**config.mk**
```make
export PLATFORM = sky130hd
export DESIGN_NAME = reg_file_spill_flat
export DESIGN_NICKNAME = d
export VERILOG_FILES = /design/src/rtl/reg_file_spill_if.sv /design/src/rtl/reg_file_spill.sv /design/src/flat_wrapper.sv
export SDC_FILE = /design/constraint.sdc
export NUM_CORES = 1
export LEC_CHECK = 0
export CAP_MARGIN = 20
export CELL_PAD_IN_SITES_DETAIL_PLACEMENT = 0
export CELL_PAD_IN_SITES_GLOBAL_PLACEMENT = 1
export CORE_MARGIN = 2
export CORE_UTILIZATION = 45
export CTS_CLUSTER_DIAMETER = 120
export DETAILED_ROUTE_END_ITERATION = 6
export PLACE_DENSITY_LB_ADDON = 0.1
export SLEW_MARGIN = 10
export SYNTH_ARGS = -nofsm -noshare
export SYNTH_HDL_FRONTEND = slang
export SYNTH_SLANG_ARGS = --single-unit
```
**constraint.sdc**
```tcl
create_clock -name clk -period 3.51 [get_ports clk]
set_input_delay 0.351 -clock clk [delete_from_list [all_inputs] [get_ports clk]]
set_output_delay 0.351 -clock clk [all_outputs]
set_load 0.05 [all_outputs]
```
**src/rtl/reg_file_spill_if.sv**
```systemverilog
// Stream/control bundle between reg_file_spill and the memory controller.
// Carries spill/fill start requests, status, and both valid/ready streams.
interface reg_file_spill_if #(
    parameter int DW = 8,
    parameter int PW = 4
);
    logic          spillStart;
    logic          fillStart;
    logic          busy;
    logic          done;
    logic [DW-1:0] spillData;
    logic [PW-1:0] spillIdx;
    logic          spillValid;
    logic          spillReady;
    logic [DW-1:0] fillData;
    logic          fillValid;
    logic          fillReady;

    modport master (
        output spillStart, fillStart, spillReady, fillData, fillValid,
        input  busy, done, spillData, spillIdx, spillValid, fillReady
    );

    modport slave (
        input  spillStart, fillStart, spillReady, fillData, fillValid,
        output busy, done, spillData, spillIdx, spillValid, fillReady
    );
endinterface

```
**src/rtl/reg_file_spill.sv**
```systemverilog
// Accumulator-style register file with spill/fill streaming.
// r0 is the accumulator; r1..rNREG-1 are general registers. Spill streams
// r0..rNREG-1 out over valid/ready, fill streams them back in.
// Optional feature: define REGFILE_SWAP_EN to add the regSwap port
// (r0 <-> r[opRegAddr] in one cycle).
//
// state | meaning
// IDLE  | accepts single-cycle ops and spill/fill starts
// SPILL | streaming r[idx] out, ops dropped
// FILL  | streaming fillData into r[idx], ops dropped
module reg_file_spill #(
    parameter int DW = 8,
    parameter int PW = 4
) (
    input  logic          clk,
    input  logic          reset,
    input  logic          regWrite,
    input  logic          regGet,
    input  logic          regSet,
`ifdef REGFILE_SWAP_EN
    input  logic          regSwap,
`endif
    input  logic [DW-1:0] writeData,
    input  logic [PW-1:0] opRegAddr,
    output logic [DW-1:0] accData,
    output logic [DW-1:0] opRegData,
    reg_file_spill_if.slave bus
);

    localparam int NREG = 2 ** PW;
    localparam logic [PW-1:0] LAST = PW'(NREG - 1);

    typedef enum logic [1:0] {
        IDLE  = 2'd0,
        SPILL = 2'd1,
        FILL  = 2'd2
    } state_t;

    state_t        state_q, state_d;
    logic [PW-1:0] idx_q, idx_d;
    logic          done_q;
    logic          beat;
    logic          last_beat;
    logic          addr_nz;
    logic [DW-1:0] regs [NREG];

    assign addr_nz = (opRegAddr != '0);

    // State, beat index and the one-cycle done pulse.
    always_ff @(posedge clk) begin
        if (reset) begin
            state_q <= IDLE;
            idx_q   <= '0;
            done_q  <= 1'b0;
        end else begin
            state_q <= state_d;
            idx_q   <= idx_d;
            done_q  <= last_beat;
        end
    end

    // Next state: start decode in IDLE, beat counting while streaming.
    always_comb begin
        state_d   = state_q;
        idx_d     = idx_q;
        beat      = 1'b0;
        last_beat = 1'b0;
        case (state_q)
            IDLE: begin
                if (bus.spillStart)
                    state_d = SPILL;
                else if (bus.fillStart)
                    state_d = FILL;
            end
            SPILL:   beat = bus.spillReady;
            FILL:    beat = bus.fillValid;
            default: state_d = IDLE;
        endcase
        if (beat) begin
            if (idx_q == LAST) begin
                idx_d     = '0;
                state_d   = IDLE;
                last_beat = 1'b1;
            end else begin
                idx_d = idx_q + 1'b1;
            end
        end
    end

    // Register array: fill beats while streaming, prioritised ops in IDLE.
    always_ff @(posedge clk) begin
        if (reset) begin
            for (int i = 0; i < NREG; i++)
                regs[i] <= '0;
        end else if (state_q == FILL) begin
            if (bus.fillValid)
                regs[idx_q] <= bus.fillData;
        end else if (state_q == IDLE) begin
            // A selected op with address 0 still wins priority; it just does nothing.
            if (regWrite) begin
                regs[0] <= writeData;
            end else if (regGet) begin
                if (addr_nz)
                    regs[0] <= regs[opRegAddr];
`ifdef REGFILE_SWAP_EN
            end else if (regSwap) begin
                if (addr_nz) begin
                    regs[0]         <= regs[opRegAddr];
                    regs[opRegAddr] <= regs[0];
                end
`endif
            end else if (regSet) begin
                if (addr_nz)
                    regs[opRegAddr] <= regs[0];
            end
        end
    end

    assign accData        = regs[0];
    assign opRegData      = regs[opRegAddr];
    assign bus.busy       = (state_q != IDLE);
    assign bus.done       = done_q;
    assign bus.spillValid = (state_q == SPILL);
    assign bus.fillReady  = (state_q == FILL);
    assign bus.spillData  = regs[idx_q];
    assign bus.spillIdx   = idx_q;

endmodule

```
**src/flat_wrapper.sv**
```systemverilog
// flat-port wrapper written by rule: the top's interface ports become plain ports
module reg_file_spill_flat 
#(
    parameter int DW = 8,
    parameter int PW = 4
)
  (clk, reset, regWrite, regGet, regSet, writeData, opRegAddr, accData, opRegData, bus_spillStart, bus_fillStart, bus_spillReady, bus_fillData, bus_fillValid, bus_busy, bus_done, bus_spillData, bus_spillIdx, bus_spillValid, bus_fillReady);
  reg_file_spill_if #(.DW(DW), .PW(PW)) bus_i ();
  input  logic clk;
  input  logic reset;
  input  logic regWrite;
  input  logic regGet;
  input  logic regSet;
  input  logic [DW-1:0] writeData;
  input  logic [PW-1:0] opRegAddr;
  output logic [DW-1:0] accData;
  output logic [DW-1:0] opRegData;
  input wire logic [$bits(bus_i.spillStart)-1:0] bus_spillStart;
  input wire logic [$bits(bus_i.fillStart)-1:0] bus_fillStart;
  input wire logic [$bits(bus_i.spillReady)-1:0] bus_spillReady;
  input wire logic [$bits(bus_i.fillData)-1:0] bus_fillData;
  input wire logic [$bits(bus_i.fillValid)-1:0] bus_fillValid;
  output wire logic [$bits(bus_i.busy)-1:0] bus_busy;
  output wire logic [$bits(bus_i.done)-1:0] bus_done;
  output wire logic [$bits(bus_i.spillData)-1:0] bus_spillData;
  output wire logic [$bits(bus_i.spillIdx)-1:0] bus_spillIdx;
  output wire logic [$bits(bus_i.spillValid)-1:0] bus_spillValid;
  output wire logic [$bits(bus_i.fillReady)-1:0] bus_fillReady;
  assign bus_i.spillStart = bus_spillStart;
  assign bus_i.fillStart = bus_fillStart;
  assign bus_i.spillReady = bus_spillReady;
  assign bus_i.fillData = bus_fillData;
  assign bus_i.fillValid = bus_fillValid;
  assign bus_busy = bus_i.busy;
  assign bus_done = bus_i.done;
  assign bus_spillData = bus_i.spillData;
  assign bus_spillIdx = bus_i.spillIdx;
  assign bus_spillValid = bus_i.spillValid;
  assign bus_fillReady = bus_i.fillReady;
  reg_file_spill #(.DW(DW), .PW(PW)) u_core (.clk(clk), .reset(reset), .regWrite(regWrite), .regGet(regGet), .regSet(regSet), .writeData(writeData), .opRegAddr(opRegAddr), .accData(accData), .opRegData(opRegData), .bus(bus_i));
endmodule
```
==> flow_summary.json <==
{
  "status": "complete, no violations",
  "holdPathEnd": "u_core.bus.done$_SDFF_PP0_",
  "worst_ep_arrival_time_ns": 2.92,
  "cts_made_buffers": 17,
  "tightest_slew_ns": 0.910,
  "crit_type": "reg2out",
  "drt_iter0_drc": 625,
  "syn_area_um2": 7940,
  "syn_inst": 610,
  "grt_max_degree": 33,
  "num_antenna_cells": 0,
  "die_y_um": 137,
  "h-tree-depth": 4,
  "yosysMostFrequentCell": "edfxtp_1",
  "fin_crit_sh": 0.932,
  "start_util": 0.459,
  "async_flop_share": 0,
  "yosys.area.top_type": "edfxtp_1",
  "drt-total-wl_um": 24800,
  "grt-ovfl-total": 0,
  "reg2reg_to": "u_core.regs[12][2]$_SDFFCE_PN0P_",
  "layout_min_cycle_time_ns": 3.27,
  "drc": 0,
  "dr.pass1.iters": 7,
  "maxCapViolations": 0,
  "hold_depth": 2,
  "fin_skew_ns": 0.0188,
  "ir_drop_uv": 345,
  "max_freq_ghz": 0.306,
  "cts_tree": "done",
  "grt_pass1_wl_um": 36600,
  "io_pins": 61,
  "drive_above_1_share": 0.247,
  "yosys_register_bits": 139,
  "reg2reg_from": "u_core.state_q[0]$_SDFF_PP0_",
  "hpwl_um": 17400,
  "hp-start": "u_core.bus.spillIdx[3]$_SDFFE_PP0P_",
  "rrSetupSlack_ns": 0.57,
  "cp-end-kind": "output pin",
  "synth_nets": 643,
  "synth_area_per_cell_um2": 13.0,
  "setup_violations": 0,
  "post_cts_buffers": 0,
  "wl_per_cell_um": 27.2,
  "io_buffers": 60,
  "synthTopCellsByArea": "edfxtp_1, mux4_2, nor3_1",
  "hold_class": "reg2reg",
  "rsz0062_at_grt": "false",
  "areaGrowthSynthToFinish_pct": 19.6,
  "ys_warn_count": 0,
  "dieArea_um2": 18700,
  "cp.required_ns": 3.16,
  "synth-edff-count": 128,
  "cts_hold_buf": 0,
  "seq_area_frac_synth": 0.512,
  "vias_per_cell": 6.36,
  "ys.flop_type": "edfxtp_1",
  "design.core.area_um2": 17300,
  "finalSetupTns_ns": 0,
  "clock_path_buffers": 2,
  "start_kind": "register",
  "r2r_cells": 7,
  "antenna_found_initial": 0,
  "worstPathMaxFanout": 32,
  "gp_congestion": 0.890,
  "dp_slack_ns": 0.500,
  "synthTopCellsByCount": "edfxtp_1, nor3_1, nor2_1",
  "grt_usage": 0.279,
  "post_cts_resized": 0,
  "row_count": 48,
  "ys_types": 53,
  "max_slew_margin": 0.392,
  "vias": 5797,
  "grt_pass1_vias": 5700,
  "p_leak_nw": 3.22,
  "fin_nets": 707,
  "p_per_area_nw_per_um2": 481,
  "die_x_um": 137,
  "clk_latency_ns": 0.43,
  "cts_root_buf": "clkbuf_16",
  "antenna_left": 0,
  "clk_pin_slew_ns": 0.06,
  "hold_viol": 0,
  "setup_ws_ns": 0.238,
  "clock_sinks": 139,
  "yosysTopAreaCellShare": 0.484,
  "maxSlewViolCount": 0
}
-- per-stage QoR --
| step | instances | utilization | hold slack [ns] | instance area (um^2) | power, mW |
|---|---|---|---|---|---|
| 3_5_place_dp | 878 | 0.513 | 0.571 | 8860 | 2.76 |
| 3_3_place_gp | 878 | 0.513 | 0.558 | 8860 | 2.75 |
| 5_1_grt | 912 | 0.549 | 0.614 | 9500 | 4.70 |
| 6_report | 912 | 0.549 | 0.575 | 9500 | 4.57 |
| 2_1_floorplan | 610 | - | 0.508 | 7940 | 2.45 |
| 4_1_cts | 910 | 0.548 | 0.580 | 9480 | 4.58 |
-- cell type report --
class                   count  area [um^2]
inverters                   4         15.0
well taps                 225          282
repair buffers            101          966
clock inverters             7         42.5
flip-flops and latches    139         4070
clock buffers              25          576
fillers                  1475         7800
multi-input cells         411         3550
-- cells by family (layout without fill, tap and decap cells) --
logic type,after synthesis,in the layout,synth area share
xor gates and xnor gates,3,3,0.00331
buffers and inverters,60,137,0.0408
muxes,95,95,0.228
and+or+nand+nor,230,230,0.141
adders and majority gates,4,4,0.00630
AOI/OAI and AO/OA,79,79,0.0685
DFF,139,139,0.512
-- flip-flops by register name (all words and copies together) (netlist names), named ones only --
signal and flops:
u_core.regs 128, u_core.bus.spillIdx 4, u_core.state_q 2, u_core.bus.done 1
-- power by group --
group | switching (mW) | leakage [nW] | internal, mW
Sequential | 0.0626 | 1.41 | 1.87
Combinational | 0.479 | 1.49 | 0.316
Clock | 0.698 | 0.313 | 1.14
-- worst max path at each step --
stage / from / endpoint / cells past startpoint
2_1_floorplan: u_core.state_q[0]$_SDFF_PP0_ / u_core.regs[13][0]$_SDFFCE_PN0P_ / 8
3_3_place_gp: reset / u_core.regs[9][2]$_SDFFCE_PN0P_ / 6
3_5_place_dp: reset / u_core.regs[9][6]$_SDFFCE_PN0P_ / 5
4_1_cts: register / bus_spillData[0] / 4
5_1_grt: register / bus_spillData[0] / 4
6_report: register / bus_spillData[0] / 4
-- worst max-delay path, stage by stage, from the launching register on --
cell and delay, ns:
dfxtp_2 0.34, buf_12 0.26, mux4_2 0.62, mux4_2 0.52, clkdlybuf4s50_1 0.73
-- layer usage --
layer | global-route usage | up-vias | routed length, um
met4 | 0.122 | 0 | 820
met1 | 0.375 | 2929 | 9890
met2 | 0.449 | 318 | 12100
met3 | 0.0467 | 41 | 1980
li1 | - | 2509 | -
met5 | 0 | - | 0
-- placed cells by master (no fill, tap or decap), types with 9 or more instances in the layout --
master             n
a21oi_1           20
buf_4             42
clkbuf_16         22
clkdlybuf4s50_1   50
dfxtp_1           10
edfxtp_1         128
mux2_2            10
mux2i_1           17
mux4_2            60
nand2_1           32
nand2b_1          12
nand3_1            9
nor2_1            70
nor3_1            78
o21bai_1           9
(Power assumes the default switching activity.)
